File: src/rtl/coin_feed_sequencer.sv
// Two-requester round-robin coin front end feeding one-hot coin pulses to the drink machine.
// Latency: a coin accepted at edge N can pop at edge N+1; its pulse is high for the cycle after the pop.
// Backpressure: both readies drop while the FIFO is full; the machine side is never stalled.
module coin_feed_sequencer #(
  parameter int FIFO_DEPTH   = 4,
  parameter int GAP_CYCLES   = 1,
  parameter int VEND_TIMEOUT = 8,
  parameter int CNT_W        = 16
) (
  input  logic             clk,
  input  logic             reset,
  input  logic             a_valid,
  input  logic [1:0]       a_coin,
  output logic             a_ready,
  input  logic             b_valid,
  input  logic [1:0]       b_coin,
  output logic             b_ready,
  output logic             nickel_in,
  output logic             dime_in,
  output logic             quarter_in,
  input  logic             dispense,
  input  logic             nickel_out,
  input  logic             dime_out,
  input  logic             two_dime_out,
  input  logic             fault_clr,
  output logic [6:0]       credit,
  output logic [5:0]       change_cents,
  output logic [CNT_W-1:0] vend_count,
  output logic             fault
);

  localparam int PTR_W   = $clog2(FIFO_DEPTH);
  localparam int CNT_FW  = PTR_W + 1;
  localparam int TMR_MAX = (VEND_TIMEOUT > GAP_CYCLES) ? VEND_TIMEOUT : GAP_CYCLES;
  localparam int TMR_W   = $clog2(TMR_MAX + 1);
  localparam logic [6:0] VEND_PRICE = 7'd50;

  typedef enum logic [2:0] {
    S_IDLE  = 3'd0,
    S_GAP   = 3'd1,
    S_WAIT  = 3'd2,
    S_DRAIN = 3'd3,
    S_FAULT = 3'd4
  } state_t;

  // Coin code to cents; code 00 never reaches the FIFO.
  function automatic logic [6:0] coin_value(input logic [1:0] code);
    case (code)
      2'b01:   coin_value = 7'd5;
      2'b10:   coin_value = 7'd10;
      2'b11:   coin_value = 7'd25;
      default: coin_value = 7'd0;
    endcase
  endfunction

  // Pulse vector ordered {quarter, dime, nickel}.
  function automatic logic [2:0] coin_onehot(input logic [1:0] code);
    case (code)
      2'b01:   coin_onehot = 3'b001;
      2'b10:   coin_onehot = 3'b010;
      2'b11:   coin_onehot = 3'b100;
      default: coin_onehot = 3'b000;
    endcase
  endfunction

  logic [1:0]        mem_q [FIFO_DEPTH];
  logic [PTR_W-1:0]  wr_ptr_q, rd_ptr_q;
  logic [CNT_FW-1:0] cnt_q, cnt_d;
  logic              last_a_q;

  state_t            state_q;
  logic [TMR_W-1:0]  timer_q;
  logic [6:0]        credit_q;
  logic [2:0]        pulse_q;
  logic [5:0]        change_q;
  logic [CNT_W-1:0]  vend_q;
  logic              fault_q;

  logic              fifo_full, both_vld, a_fire, b_fire, push, pop;
  logic [1:0]        push_coin, head_coin;
  logic [5:0]        meas_change;
  logic [6:0]        expect_change;

  // Readies depend only on the registered occupancy, so a same-cycle pop never opens a slot.
  assign fifo_full = (cnt_q == CNT_FW'(FIFO_DEPTH));
  assign both_vld  = a_valid & b_valid;
  assign a_ready   = ~fifo_full & ~(both_vld & last_a_q);
  assign b_ready   = ~fifo_full & ~(both_vld & ~last_a_q);
  assign a_fire    = a_valid & a_ready;
  assign b_fire    = b_valid & b_ready & ~a_fire;
  assign push_coin = a_fire ? a_coin : b_coin;
  assign push      = (a_fire | b_fire) & (push_coin != 2'b00);

  assign head_coin = mem_q[rd_ptr_q];
  assign pop       = (state_q == S_IDLE) && (cnt_q != '0) && (credit_q < VEND_PRICE) && !fault_q;

  assign meas_change   = (nickel_out   ? 6'd5  : 6'd0)
                       + (dime_out     ? 6'd10 : 6'd0)
                       + (two_dime_out ? 6'd20 : 6'd0);
  assign expect_change = credit_q - VEND_PRICE;

  // Occupancy next-state from the push/pop pair.
  always_comb begin
    cnt_d = cnt_q;
    if (push && !pop) begin
      cnt_d = cnt_q + CNT_FW'(1);
    end else if (pop && !push) begin
      cnt_d = cnt_q - CNT_FW'(1);
    end
  end

  // FIFO storage; contents need no reset because the pointers define validity.
  always_ff @(posedge clk) begin
    if (push) begin
      mem_q[wr_ptr_q] <= push_coin;
    end
  end

  // FIFO pointers, occupancy and round-robin history (invalid coins still count as a grant).
  always_ff @(posedge clk) begin
    if (reset) begin
      wr_ptr_q <= '0;
      rd_ptr_q <= '0;
      cnt_q    <= '0;
      last_a_q <= 1'b0;
    end else begin
      cnt_q <= cnt_d;
      if (push) wr_ptr_q <= wr_ptr_q + PTR_W'(1);
      if (pop)  rd_ptr_q <= rd_ptr_q + PTR_W'(1);
      if (a_fire | b_fire) last_a_q <= a_fire;
    end
  end

  // Issue FSM: pop and pulse, enforce spacing, wait for the vend, verify change, handle faults.
  always_ff @(posedge clk) begin
    if (reset) begin
      state_q  <= S_IDLE;
      timer_q  <= '0;
      credit_q <= '0;
      pulse_q  <= '0;
      change_q <= '0;
      vend_q   <= '0;
      fault_q  <= 1'b0;
    end else begin
      pulse_q <= '0;
      case (state_q)
        S_IDLE: begin
          if (pop) begin
            pulse_q  <= coin_onehot(head_coin);
            credit_q <= credit_q + coin_value(head_coin);
            timer_q  <= '0;
            state_q  <= S_GAP;
          end
        end
        // The pulse cycle is the first GAP cycle; the following IDLE cycle is the last quiet one.
        S_GAP: begin
          if (timer_q == TMR_W'(GAP_CYCLES - 1)) begin
            timer_q <= '0;
            state_q <= (credit_q >= VEND_PRICE) ? S_WAIT : S_IDLE;
          end else begin
            timer_q <= timer_q + TMR_W'(1);
          end
        end
        S_WAIT: begin
          if (dispense) begin
            change_q <= meas_change;
            if ({1'b0, meas_change} != expect_change) fault_q <= 1'b1;
            credit_q <= '0;
            vend_q   <= vend_q + CNT_W'(1);
            state_q  <= S_DRAIN;
          end else if (timer_q == TMR_W'(VEND_TIMEOUT - 1)) begin
            fault_q <= 1'b1;
            state_q <= S_FAULT;
          end else begin
            timer_q <= timer_q + TMR_W'(1);
          end
        end
        S_DRAIN: begin
          if (!dispense) state_q <= fault_q ? S_FAULT : S_IDLE;
        end
        S_FAULT: begin
          if (fault_clr) begin
            fault_q  <= 1'b0;
            credit_q <= '0;
            state_q  <= S_IDLE;
          end
        end
        default: state_q <= S_IDLE;
      endcase
    end
  end

  assign nickel_in    = pulse_q[0];
  assign dime_in      = pulse_q[1];
  assign quarter_in   = pulse_q[2];
  assign credit       = credit_q;
  assign change_cents = change_q;
  assign vend_count   = vend_q;
  assign fault        = fault_q;

endmodule
File: config.mk
export PLATFORM = sky130hd
export DESIGN_NAME = coin_feed_sequencer
export DESIGN_NICKNAME = d
export VERILOG_FILES = /design/src/rtl/coin_feed_sequencer.sv
export SDC_FILE = /design/constraint.sdc
export NUM_CORES = 1
export LEC_CHECK = 0
export ABC_AREA = 1
export CAP_MARGIN = 20
export CORE_MARGIN = 3
export CORE_UTILIZATION = 59
export DETAILED_ROUTE_END_ITERATION = 16
export GPL_TIMING_DRIVEN = 0
export PLACE_DENSITY = 0.95
export SYNTH_ARGS = -nofsm -noshare
export SYNTH_HDL_FRONTEND = slang
export SYNTH_SLANG_ARGS = --single-unit
File: constraint.sdc
create_clock -name clk -period 4 [get_ports clk]
set_clock_uncertainty 0.15 [all_clocks]
set_input_delay 0.6 -clock clk [delete_from_list [all_inputs] [get_ports clk]]
set_output_delay 0.6 -clock clk [all_outputs]
set_load 0.05 [all_outputs]
==> results of run 1 <==
-- cells by family (layout without fill, tap and decap cells) --
| group | after synthesis | count (layout) | share of synthesized area |
|---|---|---|---|
| adders and majority gates | 18 | 18 | 0.0722 |
| DFF | 58 | 58 | 0.373 |
| xor gates and xnor gates | 8 | 8 | 0.0211 |
| and+or+nand+nor | 228 | 228 | 0.311 |
| AOI/OAI and AO/OA | 74 | 74 | 0.121 |
| buffers and inverters | 87 | 148 | 0.101 |
-- per-layer routing --
metal  GRT usage  vias to the layer above  part of all wire  wire length [um]
met5           0                        -                 0                 0
met4       0.147                        0             0.029               245
met3      0.0621                       28             0.085               722
met2       0.471                      174              0.48              4090
met1       0.333                     1554              0.40              3440
li1            -                     1618                 -                 -
-- worst register-to-register path, delay by kind of cell (launching register included) --
kind | cells | cell delay (ns)
adders and majority gates | 3 | 0.82
AOI/OAI and AO/OA | 4 | 0.58
and+or+nand+nor | 4 | 0.56
DFF | 1 | 0.44
buffers and inverters | 3 | 0.34
-- power breakdown --
group | switching, W | internal, W
registers | 0.000102 | 0.000707
clock network | 0.000238 | 0.000334
logic | 0.000877 | 0.000438
total | 0.00122 | 0.00148
-- state kept, by name (all words and copies together) (netlist names), named ones only --
signal,flops
vend_count,16
mem_q,8
credit,7
change_cents,6
timer_q,4
cnt_q,3
pulse_q,3
state_q,3
rd_ptr_q,2
wr_ptr_q,2
fault,1
last_a_q,1
-- per-stage QoR --
| stage | cells | cell area (um^2) |
|---|---|---|
| 3_3_place_gp | 589 | 3870 |
| 6_report | 604 | 4080 |
| 2_1_floorplan | 473 | 3330 |
| 5_1_grt | 604 | 4080 |
| 3_5_place_dp | 589 | 3870 |
| 4_1_cts | 604 | 4080 |
-- cell usage in the layout, fill, tap and decap left out, types with 5 or more instances in the layout --
master           count
nor3_1              10
a21oi_1             37
nand4_1              5
clkdlybuf4s50_1     46
inv_1               77
dfxtp_1             50
clkbuf_8            12
xor2_1               5
nor2_1              61
edfxtp_1             8
ha_1                16
nand2_1            110
o21ai_0             28
nand3_1             23
-- final cells by class --
class / count / area, um^2 / share of cell area
plain buffers: 6 / 31.3 / 0.00767
clock buffers: 13 / 169 / 0.0414
clock inverters: 2 / 35.0 / 0.00859
inverters: 81 / 305 / 0.0748
multi-input cells: 328 / 1750 / 0.429
flip-flops and latches: 58 / 1240 / 0.304
well taps: 70 / 87.6 / 0.0215
repair buffers: 46 / 460 / 0.113
-- path summary, 6_finish.rpt --
check / cells after the start / end / slack (ns) / startpoint
max: 15 / cnt_q[2] / 0.88 / a_valid
min: 2 / last_a_q / 0.34 / last_a_q
max reg2reg: 14 / cnt_q[2] / 0.97 / credit[1]
min reg2reg: 2 / last_a_q / 0.34 / last_a_q
==> flow_summary.yaml, run 1 <==
placed_design:
  place.port_buffers: 46
  pre_cts_ws_ns: 0.669
  place_congestion: 0.913
  dp_hpwl_um: 6010
floorplanning:
  start_util: 0.631
  die_w_um: 81.1
  placementRows: 26
  die_area_mm2: 0.00658
  die_y_um: 81.1
  num_io_pins: 48
  core_area_mm2: 0.00527
routing:
  routed_wl_um: 8500
  ant_nets: 0
  drtPass1Iterations: 5
  drc: 0
  drt_iter0_drc: 247
  routedWlPerCell_um: 14.1
  vias: 3374
  viasPerCell: 5.59
sta:
  whs_ns: 0.345
  worst_slew_pin_slew_ns: 0.647
  layout_min_cycle_time_ns: 3.12
  rsz0062_at_grt: "no"
  setup_slack_ns: 0.883
  fin_setup_tns_ns: 0
  hold_violations: 0
  slew_viol_final: 0
  slew_headroom: 0.568
  clock.fmax_mhz: 321
  fin_crit_sh: 0.779
  finalSetupViolCount: 0
synth:
  yosysMostFrequentCell: "nand2_1"
  yosys-top-cells-area: "dfxtp_1 30%, nand2_1 12%, inv_1 8.7%, edfxtp_1 7.2%, nor2_1 6.9%"
  yosysWarningCount: 0
  synth_largest_area_cell: "dfxtp_1"
  synth_flop_cell: "dfxtp_1"
  ys_ff_latch: 58
  yosysSeqAreaShare: 0.373
  syn_nets: 504
  synth_common_cells: "110 x nand2_1, 77 x inv_1, 61 x nor2_1"
  syn_area_per_cell_um2: 7.03
  ys_types: 39
  synth-edff-count: 8
  synth_cells: 473
  synth_top_area_share: 0.301
  synth_area_mm2: 0.00333
  ys_async_sr_fraction: 0
power_and_ir_drop:
  totalPowerFinal_w: 0.00270
  irDropWorstVdd_v: 0.000468
  power-per-cell-area_mw_per_mm2: 661
  power.leakage_nw: 1.84
clock_network:
  cts.sinks: 58
  numCtsBuffers: 9
  cts.clk_slew.worst_paths_ns: 0.06
  cts_setup_buffers: 0
  cts_tree: "built"
  htreeDepth: 3
  clock-root-buffer: "clkbuf_8"
  clk_latency_ns: 0.35
  cts_resized: 0
  holdBufCountCts: 0
  clk_path_buf_depth: 2
layout:
  post-route-util: 0.774
  diodes: 0
  fillers: 378
  nets: 561
  area_delta_synth_final_pct: 22.6
  drive_gt1_frac: 0.0712
setup_path:
  cp_max_fo: 5
  path_delay_family: "compound AO/OA/AOI/OAI gates"
  start_kind: "primary input"
  crit_slowest_cell: "clkdlybuf4s50_1"
  path_class: "in -> reg"
  crit_chain: "clkdlybuf4s50_1, nand3_1, nand3_1, nand2_1, o21ai_0, nand2_1, nand2_1, inv_1, ha_1, inv_1, fa_1, a21oi_1, o21ai_0, o21ai_0, a21oi_1"
  critPathMaxStageDelay_ns: 0.46
  cp.arrival_ns: 3.20
  critPathCaptureType: "flip-flop"
  crit_required_ns: 4.08
  cp_num_buf_inv: 3
global_route:
  grt_max_degree: 11
  antenna_found_initial: 0
  grtUsageTotal: 0.280
  grt_overflow: 0
  grt_pass1_wl_um: 14100
  first_global_vias: 3206
outcome:
  status: "complete, no violations"
job:
  drv_cap: 0
hold_path:
  hp-class: "reg -> reg"
Note: power is estimated with default switching activity, not from simulation.
==> run 2: changes to the inputs <==
Settings changed: CORE_UTILIZATION 59 to 49, PLACE_DENSITY 0.95 to 0.85.
Clock period 4 ns to 2.7 ns, I/O delays scaled along.
==> flow_summary.yaml, run 2 (same netlist as run 1, synthesis figures left out) <==
power_and_ir_drop:
  power.leakage_nw: 1.83
  irDropWorstVdd_v: 0.000537
  power-per-cell-area_mw_per_mm2: 948
layout:
  fillers: 550
  final_common_cell: "nand2_1"
  area_delta_synth_final_pct: 22.9
  multi_input_area_mm2: 0.00177
  largest_register_ffs: 16
  stdcell_area_mm2: 0.00409
  diodes: 0
  drive_gt1_frac: 0.0896
  nets: 562
  seq_area_mm2: 0.00124
  final_cell_mix: "107 x nand2_1, 75 x inv_1, 61 x nor2_1, 48 x dfxtp_1, 45 x clkdlybuf4s50_1"
floorplanning:
  num_io_pins: 48
  die_w_um: 88.4
  placementRows: 29
  start_util: 0.515
  die_y_um: 88.4
  die_area_mm2: 0.00781
  core_area_mm2: 0.00646
global_route:
  grt_overflow: 0
  grt_pass1_wl_um: 13100
  grtUsageTotal: 0.215
  antenna_found_initial: 0
  grt_max_degree: 11
  first_global_vias: 3064
sta:
  rsz0062_at_grt: "no"
  slew_headroom: 0.575
  setup_slack_ns: 0.172
  hold_violations: 0
  layout_min_cycle_time_ns: 2.53
  worst_slew_pin_slew_ns: 0.637
  slew_viol_final: 0
  clock.fmax_mhz: 396
  finalSetupViolCount: 0
  fin_crit_sh: 0.936
clock_network:
  holdBufCountCts: 0
  htreeDepth: 3
  cts_tree: "built"
  clk_latency_ns: 0.34
  numCtsBuffers: 9
  clock-root-buffer: "clkbuf_8"
  cts.sinks: 58
  clk_path_buf_depth: 2
  cts.clk_slew.worst_paths_ns: 0.07
placed_design:
  place.port_buffers: 46
  place_area_mm2: 0.00388
  place_congestion: 0.886
  pre_cts_ws_ns: -0.356
  dp_hpwl_um: 5810
routing:
  routed_wl_um: 7860
  met3WireLength_um: 492
  wl_met2_um: 3750
  ant_nets: 0
  drt_iter0_drc: 212
  top_layer: "met4"
  drtPass1Iterations: 6
  vias: 3197
  wl_met1_um: 3430
  drc: 0
  viasPerCell: 5.22
  routedWlPerCell_um: 12.8
setup_path:
  crit_required_ns: 2.78
  cp_max_fo: 5
  start_kind: "primary input"
  path_class: "in -> reg"
  cp.arrival_ns: 2.60
  critPathCaptureType: "flip-flop"
job:
  drv_cap: 0
outcome:
  status: "complete, no violations"
hold_path:
  hp-class: "in -> reg"
-- run 2: cell count changes in the layout (fill, tap and decap cells not counted), moves of 3 or more --
cell     delta
o21ai_0     -4
o21ai_1     +4
nand2_1     -3
nand2_2     +3
-- run 2: area by class of cell --
class	count	share of cell area
clock inverters	2	0.00306
inverters	81	0.0746
multi-input cells	328	0.432
clock buffers	14	0.0398
flip-flops and latches	58	0.304
repair buffers	47	0.115
well taps	77	0.0236
plain buffers	6	0.00765
-- run 2: worst max-delay path: stages --
cell             delay, ns
clkdlybuf4s50_1       0.43
nand3_1               0.14
nand3_2               0.13
nand2_1               0.08
inv_1                 0.03
nor2_1                0.13
nand2_1               0.11
nand2_2               0.12
inv_2                 0.06
ha_1                  0.19
inv_1                 0.13
fa_2                  0.47
o21ai_1               0.14
a21oi_1               0.05
-- run 2: routing by layer --
| metal | GRT usage | up-vias |
|---|---|---|
| li1 | - | 1630 |
| met1 | 0.256 | 1447 |
| met2 | 0.352 | 100 |
| met3 | 0.0615 | 20 |
| met4 | 0.110 | 0 |
| met5 | 0 | - |
-- run 2: stage by stage --
stage | instances | setup TNS (ns) | hold WS (ns) | utilization | total power [W]
after CTS | 612 | 0 | 0.335 | 0.629 | 0.00381
after global placement | 596 | -0.478 | 0.315 | 0.602 | 0.00299
after global routing | 613 | 0 | 0.330 | 0.633 | 0.00417
after detailed placement | 596 | -0.689 | 0.330 | 0.602 | 0.00308
after floorplan | 473 | 0 | 0.300 | - | 0.00261
final | 613 | 0 | 0.312 | 0.633 | 0.00388
-- run 2: worst paths after layout --
| kind | cells after the start | to | slack (ns) | start |
|---|---|---|---|---|
| min | 3 | last_a_q | 0.31 | a_valid |
| max | 14 | cnt_q[1] | 0.17 | b_valid |
| min reg2reg | 2 | last_a_q | 0.34 | last_a_q |
| max reg2reg | 14 | cnt_q[2] | 0.19 | credit[1] |
-- run 2: power breakdown --
group	switching (W)	total (W)	internal, W	leakage, nW
clock	0.000343	0.000725	0.000383	0.0867
sequential	0.000147	0.00120	0.00105	0.482
combinational	0.00128	0.00195	0.000675	1.26
total	0.00177	0.00388	0.00211	1.83
-- run 2: what timing repair did --
item,CTS,global route
resized for setup,0,14
buffers inserted,0,1
setup endpoints to repair,0,2
